===== src/rtl/pc_fetch_unit.sv =====
// Instruction-fetch front end: program counter, next-PC priority resolution and
// a pending-redirect latch that rides out multi-cycle instruction-memory returns.
module pc_fetch_unit #(
  parameter logic [31:0] RESET_VEC = 32'h8000_0000,
  parameter logic [31:0] IRQ_VEC   = 32'h8000_0004,
  parameter logic [31:0] EXC_VEC   = 32'h8000_0008
) (
  input  logic        sysclk,
  input  logic        reset,
  input  logic        stall,
  input  logic        branch_taken,
  input  logic [31:0] branch_target,
  input  logic        jump,
  input  logic [31:0] jump_target,
  input  logic        jr,
  input  logic [31:0] jr_target,
  input  logic        irq,
  input  logic        exception,
  input  logic [31:0] exc_pc,
  input  logic        imem_ready,
  output logic        imem_req,
  output logic [31:0] pc,
  output logic [31:0] pc_plus4,
  output logic        if_valid,
  output logic        flush_if,
  output logic [31:0] epc
);

  typedef enum logic {FETCH, DRAIN} state_t;

  state_t      state, state_next;
  logic [31:0] pc_next, epc_next, pend_pc, pend_pc_next, target;
  logic        pend_sticky, sticky_next;
  logic        irq_eff, trap, redirect, take, valid_c, flush_c;

  // Mode bit is preserved: sequential flow never leaves user or kernel space.
  assign pc_plus4 = {pc[31], pc[30:0] + 31'd4};
  assign imem_req = 1'b1;
  assign if_valid = valid_c & ~reset;
  assign flush_if = flush_c & ~reset;

  always_comb begin
    irq_eff  = irq & ~pc[31];
    trap     = exception | irq_eff;
    redirect = trap | branch_taken | jr | jump;
    if (exception)         target = EXC_VEC;
    else if (irq_eff)      target = IRQ_VEC;
    else if (branch_taken) target = {pc[31], branch_target[30:0]};
    else if (jr)           target = jr_target;
    else                   target = {pc[31], jump_target[30:0]};
  end

  // NOTE: every signal gets a default before the case so no latch is inferred.
  always_comb begin
    state_next   = state;
    pc_next      = pc;
    pend_pc_next = pend_pc;
    sticky_next  = pend_sticky;
    valid_c      = 1'b0;
    flush_c      = 1'b0;
    take         = 1'b0;
    epc_next     = exception ? exc_pc : (irq_eff ? pc : epc);
    case (state)
      FETCH: begin
        if (redirect) begin
          flush_c = 1'b1;
          if (imem_ready) begin
            pc_next = target;
          end else begin
            pend_pc_next = target;
            sticky_next  = trap;
            state_next   = DRAIN;
          end
        end else if (imem_ready && !stall) begin
          valid_c = 1'b1;
          pc_next = pc_plus4;
        end
      end
      DRAIN: begin
        // A pending trap is only displaced by another trap.
        take    = redirect & (~pend_sticky | trap);
        flush_c = redirect;
        if (imem_ready) begin
          pc_next     = take ? target : pend_pc;
          sticky_next = 1'b0;
          state_next  = FETCH;
        end else if (take) begin
          pend_pc_next = target;
          sticky_next  = pend_sticky | trap;
        end
      end
      default: state_next = FETCH;
    endcase
  end

  // NOTE: sequential state uses non-blocking assignments only.
  always_ff @(posedge sysclk or posedge reset) begin
    if (reset) begin
      state       <= FETCH;
      pc          <= RESET_VEC;
      epc         <= 32'h0;
      pend_pc     <= 32'h0;
      pend_sticky <= 1'b0;
    end else begin
      state       <= state_next;
      pc          <= pc_next;
      epc         <= epc_next;
      pend_pc     <= pend_pc_next;
      pend_sticky <= sticky_next;
    end
  end

endmodule

===== config.mk =====
export PLATFORM = sky130hd
export DESIGN_NAME = pc_fetch_unit
export DESIGN_NICKNAME = d
export VERILOG_FILES = /design/src/rtl/pc_fetch_unit.sv
export SDC_FILE = /design/constraint.sdc
export NUM_CORES = 1
export LEC_CHECK = 0
export ABC_AREA = 0
export BUFFER_PORTS_ARGS = -buffer_cell sky130_fd_sc_hd__buf_2
export CORE_ASPECT_RATIO = 0.5
export CORE_MARGIN = 2
export CORE_UTILIZATION = 45
export DETAILED_ROUTE_END_ITERATION = 7
export GPL_TIMING_DRIVEN = 0
export PLACE_DENSITY = 0.84
export REMOVE_ABC_BUFFERS = 1
export SETUP_SLACK_MARGIN = 0.15
export SYNTH_ARGS = -nofsm -noshare
export SYNTH_HDL_FRONTEND = slang
export SYNTH_SLANG_ARGS = --single-unit

===== constraint.sdc =====
create_clock -name sysclk -period 4.5 [get_ports sysclk]
set_input_delay 0.9 -clock sysclk [delete_from_list [all_inputs] [get_ports sysclk]]
set_output_delay 0.9 -clock sysclk [all_outputs]
set_load 0.02 [all_outputs]

# --- Word level (Yosys, flattened, before mapping) ---
# Cells that the tools add are included.
totals:
  reg_bits: 98
  latch_bits: 0
  mem_bits_rw: 0
  romBits: 0
  inputBits: 137
  out_inout_bits: 99
  word_cells: 65
  memories: 0
classes:
  n_addsub: 1
  multipliers: 0
  div_mod_pow: 0
  n_lt_le_gt_ge: 0
  n_eq_ne: 8
  shifts: 0
  n_mux: 29
  bitwise: 14
  n_reduce_logical: 7
op_table:
  columns: ["op", "n"]
  rows:
  - ["$mux W32", 13]
  - ["$pmux W32 S2", 2]
  - ["$add A31 B3 Y31 const B", 1]
  - ["$mux W31", 1]
  - ["$reduce_and A3 Y1", 4]
  - ["$mux W1", 10]
  - ["$ne A2 B2 Y1 const B", 5]
  - ["$ne A3 B3 Y1 const B", 2]
  - ["$or A1 B1 Y1", 6]
  - ["$pmux W1 S2", 3]
  - ["$and A1 B1 Y1", 4]
  - ["$not A1 Y1", 4]
  - ["$ne A3 B2 Y1 const B", 1]
  - ["$reduce_bool A2 Y1", 1]
  - ["$logic_and A1 B1 Y1", 1]
  - ["$logic_not A1 Y1", 1]

# --- Longest topological paths before layout ---
# Gate-level depths: netlist of run 1.
depth:
  depth_word: 10
  depth_mapped: 8
  ltp_nobuf: 6

# --- Worst setup path before layout of run 1 ---
# No wires, ideal clock.
synth_path:
  path_kind: "input to output"
  startpoint: "in branch_taken"
  endpoint: "out if_valid"
  arrival_ps: 2239
  required_time_ps: 3600
  path_slack_ps: 1361
  stages: 6
  n_path_buf: 2
  cell_sequence: "buf_6 or4_4 buf_6 nor3_4 nand2_2 nor2_1"
synth_between:
  elab_chain_len: 6
synth_rtl:
  columns: ["item", "line", "text"]
  rows:
  - ["start: declaration", "11", "input logic branch_taken,"]
  - ["$or A1 B1 Y1 (3 in series)", "45", "redirect = trap | branch_taken | jr | jump;"]
  - ["$mux W1", "65", "if (redirect) begin"]
  - ["$mux W1", "63", "case (state)"]
  - ["$and A1 B1 Y1", "39", "assign if_valid = valid_c & ~reset;"]
  - ["end: declaration", "24", "output logic if_valid,"]
# Every way passes these cells.

# --- Worst setup path in the final report of run 1 ---
# Ends and elaborated chain as after synthesis.

==> run summary, run 1 <==
status = completed
area share of xor/xnor cells in the synthesized design = 3.669%
antenna cells = 0
Vert. Die Dim = 87.04 um
worst rel slew slack = 12.34%
Synth top area share = 39.11%
Yosys cell types = 59
Buf/Inv on CP = 2
critical path's top delay family = buffers and inverters
Seq/Total Area, Yosys = 39.54%
H-tree Lvls = 3
async set-reset flop share out of synthesis = 100.0%
Cells after Synth = 686
# fillers = 1168
LEAKAGE = 0.003726 uW
Layout area overhead = 23.25%
WL final = 19480 um
Final nets = 1010
initial antenna violation count = 0
CP max stage delay = 0.79 ns
grt ovf = 0
cts hold-fix bufs = 0
first-pass GRT wire length = 29630 um
power density cells = 347.7 mW/mm^2
biggest area consumer among synthesized cells = dfrtp_1
actual slew at the worst max-slew pin = 1.310 ns
CP max FO = 43
drt pass-1 iters = 6
EDFF count, synth = 0
Post-Synth Adder-Cell Area = 0.2016%
post-synthesis mux area share = 14.50%
GRT Resource Usage Total = 25.55%
fin. max-slew vios = 0
Crit path depth = 6
setup_tns = 0 ns
most frequent cells in the layout = buf_2 (231), nand2_1 (101), dfrtp_1 (97), o21ai_0 (85), mux2i_1 (55)
combinational family with the most area after synthesis = compound AO/OA/AOI/OAI gates
fmax = 236.6 MHz
YS warnings = 0
largest net degree at the start of global routing = 69
Final ANT Viol Nets = 0
HPWL Detailed = 14160 um
Rows = 30
I/O Buffers = 232
CTS max path bufs = 2
crit path kind = input port to output pin
number of buffers created by CTS = 9
DIE AREA = 0.01480 mm^2
Area contributors post-synth = dfrtp_1 (39%), mux2i_1 (8.9%), o21ai_0 (6.9%)
clock slew at the register clock pins of the worst setup and hold paths = 0.07 ns
final worst slack = 0.2726 ns
Final period util = 93.94%
Setup crit end kind = output pin
Hold Crit Class = flip-flop to flip-flop
clk_lat worst skew = 0.35 ns
CTS tree = built
mean post-synth cell area = 9.047 um^2
CP Launch Type = input port
Worst VDD drop = 0.2051 mV
Crit path top cell by count = buf_2
Post-Synth Simple-Gate Area = 16.96%
clock root cell = clkbuf_16
vias in the first global route = 5817
Hold Fails Final Rpt = 0
commonest non-fill, non-tap cell in the layout = buf_2
Initial Utilization = 45.93%
Placement Setup Slack = 0.2477 ns
DRT iter0 DRCs = 720
Gates resized, CTS repair = 0
vias after detailed routing = 6235
clock sink count = 98
share of layout cells above drive strength 1 = 34.66%
Final Setup Violations = 0
worst path required time = 3.60 ns
number of setup buffers added after CTS = 0
# IOs = 236
worst path arrival time = 3.33 ns
clock skew = 0.008410 ns
Die W = 170.1 um
post-synthesis compound-gate area fraction = 19.46%
via/cell ratio = 5.921
CP Cell Sequence = buf_2, or4b_4, o31a_1, nand2_2, nor2_1, buf_2
# Max-Cap Violations = 0
slowest CP cell = buf_2
Reg2Reg Depth = 5
Wirelength per Cell = 18.49 um
Yosys reg bits = 98
dominant synthesized flop cell = dfrtp_1
number of remaining DRC errors = 0
synthesized area = 0.006206 mm^2
minimum clock period = 4.227 ns
RSZ-0062 raised after global routing = false
Core Box Area = 0.01351 mm^2
WHS Path Cells = 2
placer congestion estimate = 0.9223
final hold slack = 0.4861 ns
## kinds of logic (layout without fill, tap and decap cells)
kind of cell | after synthesis | after routing
DFF | 98 | 98
adders and majority gates | 1 | 1
AOI/OAI and AO/OA | 189 | 189
xor gates and xnor gates | 26 | 26
and+or+nand+nor | 214 | 214
muxes | 86 | 86
other | 1 | 1
buffers and inverters | 71 | 262
## metrics by stage
stage | cells | total power, uW | instance area [um^2] | util, %
detailed placement | 1037 | 1867 | 7343 | 54.34
CTS | 1053 | 2654 | 7646 | 56.58
floorplan | 626 | 1538 | 5898 | -
global route | 1053 | 2773 | 7649 | 56.60
global placement | 1034 | 1838 | 7279 | 53.87
finish | 1053 | 2660 | 7649 | 56.60
## power breakdown
part	total, uW	switching (uW)	leakage (uW)	internal [uW]
combinational	762	479	0.00233	283
sequential	1100	119	0.00125	986
clock	793	354	0.000148	438
## synth_stat cells (3+ instances only)
cell type / n
nor3_1: 11
nand3_1: 16
nor2_1: 35
buf_1: 4
a2bb2oi_1: 3
a31oi_1: 6
a221oi_1: 6
mux2_2: 31
a22o_1: 11
xnor2_1: 17
inv_1: 11
nor4_2: 4
buf_4: 5
clkbuf_1: 25
nor2b_1: 4
dfrtp_1: 97
o21ai_1: 4
nand4_1: 6
buf_6: 5
or2_2: 4
a21oi_1: 25
o21ai_0: 85
a32oi_1: 3
o311ai_1: 4
or3_1: 6
or4_1: 3
nand2_1: 101
nor4_1: 7
o211ai_1: 3
and3_1: 3
mux2i_1: 55
buf_2: 21
o2bb2ai_1: 19
a22oi_1: 6
xor2_1: 9
## layout make-up
| type | count | area, um^2 | area share, % |
|---|---|---|---|
| Multi-Input combinational cell | 517 | 3410 | 44.58 |
| Clock buffer | 10 | 229.0 | 2.994 |
| Clock inverter | 6 | 73.82 | 0.9652 |
| Sequential cell | 98 | 2454 | 32.08 |
| Tap cell | 176 | 220.2 | 2.879 |
| Timing Repair Buffer | 235 | 1219 | 15.93 |
| Inverter | 11 | 43.79 | 0.5725 |
## path summary, 6_finish.rpt
check / endpoint / start / slack, ns
worst max-delay path: if_valid / branch_taken / 0.27
worst min register to register: pend_pc[9] / pend_pc[9] / 0.49
worst min-delay path: pend_pc[9] / pend_pc[9] / 0.49
min in group asynchronous: pc[28] / reset / 0.72
worst max register to register: pc[20] / pc[31] / 1.69
max in group asynchronous: pc[31] / reset / 3.05
## flip-flops by register name, summed over array words and instances (netlist names)
register,flops
epc,32
pc,32
pend_pc,32
pend_sticky,1
state,1
## worst reg2reg max path, stage by stage (launching register included)
cell and delay (ns):
dfstp_2 0.58, nand2b_2 0.53, nand3_1 0.73, or3_1 0.56
mux2_2 0.27, nand3_1 0.08
## per-layer routing
metal | vias up | track usage (%) | wire length [um] | part of all wire (%)
li1 | 2856 | - | - | -
met1 | 3011 | 33.95 | 8056 | 41
met2 | 328 | 42.02 | 9152 | 47
met3 | 40 | 5.770 | 1887 | 9.7
met4 | 0 | 7.925 | 378 | 1.9
met5 | - | 0 | 0 | 0
(Power assumes the default switching activity.)
==> inputs of run 2 (changes only) <==
- RECOVER_POWER: default -> 50
==> run 2 against run 1 <==
- the run now ends with capacitance limit, slew limit left
- utilization shrank 0.58 points
- hold slack is essentially flat
- register-to-register slack lost 0.51 ns
- sequential power is essentially flat
- maximum frequency grew 0.81%
- critical path depth is the same
==> run summary, run 2 (synthesized netlist as in run 1, its figures left out) <==
number of buffers created by CTS = 9
violated checks = capacitance limit, slew limit
Final Power = 2644 uW
antenna cells = 0
H-tree Lvls = 3
fmax = 238.5 MHz
I/O Buffers = 232
number of remaining DRC errors = 0
R2R Setup Slk = 1.18 ns
grt ovf = 0
vias in the first global route = 5817
global-route met1 utilization = 33.95%
dpl cells = 1037
clock sink count = 98
initial antenna violation count = 0
Final ANT Viol Nets = 0
Area after DPL = 0.007343 mm^2
worst rel slew slack = -74.18%
register area = 0.002454 mm^2
routing usage on met3 = 5.770%
WL final = 19420 um
fin. max-slew vios = 59
DRT iter0 DRCs = 660
status = finished with violations
via/cell ratio = 5.854
actual slew at the worst max-slew pin = 2.598 ns
first-pass GRT wire length = 29630 um
clk_lat worst skew = 0.35 ns
Setup crit end kind = output pin
GRT Max-Usage Layer = met2
met2 global-route usage = 42.02%
CP Launch Type = input port
clock root cell = clkbuf_16
CTS tree = built
Hold Crit Class = flip-flop to flip-flop
Layout area overhead = 21.98%
Core Box Area = 0.01351 mm^2
Placement Setup Slack = 0.2477 ns
Vert. Die Dim = 87.04 um
number of setup buffers added after CTS = 0
RSZ-0062 raised after global routing = false
CP max FO = 43
clock slew at the register clock pins of the worst setup and hold paths = 0.07 ns
LEAKAGE = 0.003595 uW
final worst slack = 0.3068 ns
Die W = 170.1 um
power density cells = 349.3 mW/mm^2
final std cells w/o fill = 1053
crit path kind = input port to output pin
Final Setup Violations = 0
Hold Fails Final Rpt = 0
most frequent cells in the layout = buf_2 (196), nand2_1 (101), dfrtp_1 (97), o21ai_0 (85), mux2i_1 (55)
# fillers = 1198
GRT Resource Usage Total = 25.55%
share of layout cells above drive strength 1 = 30.33%
Wirelength per Cell = 18.44 um
# Max-Cap Violations = 1
DIE AREA = 0.01480 mm^2
CTS max path bufs = 2
HPWL Detailed = 14160 um
Final nets = 1010
clock skew = 0.008402 ns
Top Registers = epc: 32 flops, pc: 32 flops, pend_pc: 32 flops
largest net degree at the start of global routing = 69
drt pass-1 iters = 5
worst path required time = 3.60 ns
vias after detailed routing = 6164
placer congestion estimate = 0.9223
Multi-input gate area = 0.003407 mm^2
Post-Layout Inst Area = 0.007570 mm^2
# IOs = 236
worst path arrival time = 3.29 ns
Final period util = 93.18%
Initial Utilization = 45.93%
Rows = 30
Worst VDD drop = 0.2042 mV
minimum clock period = 4.193 ns
commonest non-fill, non-tap cell in the layout = buf_2
==> run 2: worst paths after layout <==
kind                                    from          to  depth (start not counted)
worst max register to register        pc[31]      pc[20]                          5
min in group asynchronous              reset      pc[28]                          2
worst min register to register    pend_pc[9]  pend_pc[9]                          2
worst min-delay path              pend_pc[9]  pend_pc[9]                          2
max in group asynchronous              reset  pend_pc[3]                          3
worst max-delay path            branch_taken    if_valid                          6
==> run 2: metrics by stage <==
stage | TNS, ns | utilization [%] | hold slack [ns]
CTS | 0 | 56.58 | 0.4867
floorplan | 0 | - | 0.4436
detailed placement | 0 | 54.34 | 0.4718
global route | 0 | 56.02 | 0.5137
global placement | -56.05 | 53.87 | 0.4606
finish | 0 | 56.02 | 0.4857
==> run 2: worst max-delay path, stage by stage <==
cell and delay [ns]:
buf_2 0.79, or4b_4 0.33, o31a_1 0.68, nand2_2 0.24, nor2_1 0.15, buf_2 0.18
==> run 2: area by class of cell <==
type	instances	area share, %
clock inverters	6	0.9752
repair buffers	235	15.11
clock buffers	10	3.025
inverters	11	0.5620
well taps	176	2.909
flip-flops and latches	98	32.41
multi-input cells	517	45.01
==> run 2: per-layer routing <==
metal  vias to the layer above  share of wire (%)
li1                       2850                  -
met1                      2960                 42
met2                       307                 47
met3                        47                9.0
met4                         0                2.4
met5                         -                  0
==> run 2: report_power, final <==
part,internal [uW],switching [uW]
Combinational,270,477
Clock,438,353
Sequential,985,120
Total,1690,950
==> run 2: what timing repair did <==
action                     in CTS  in global routing
hold buffers                    0                  0
hold endpoints to repair        0                  0
gates resized for setup         0                  1
setup endpoints to repair       0                  1
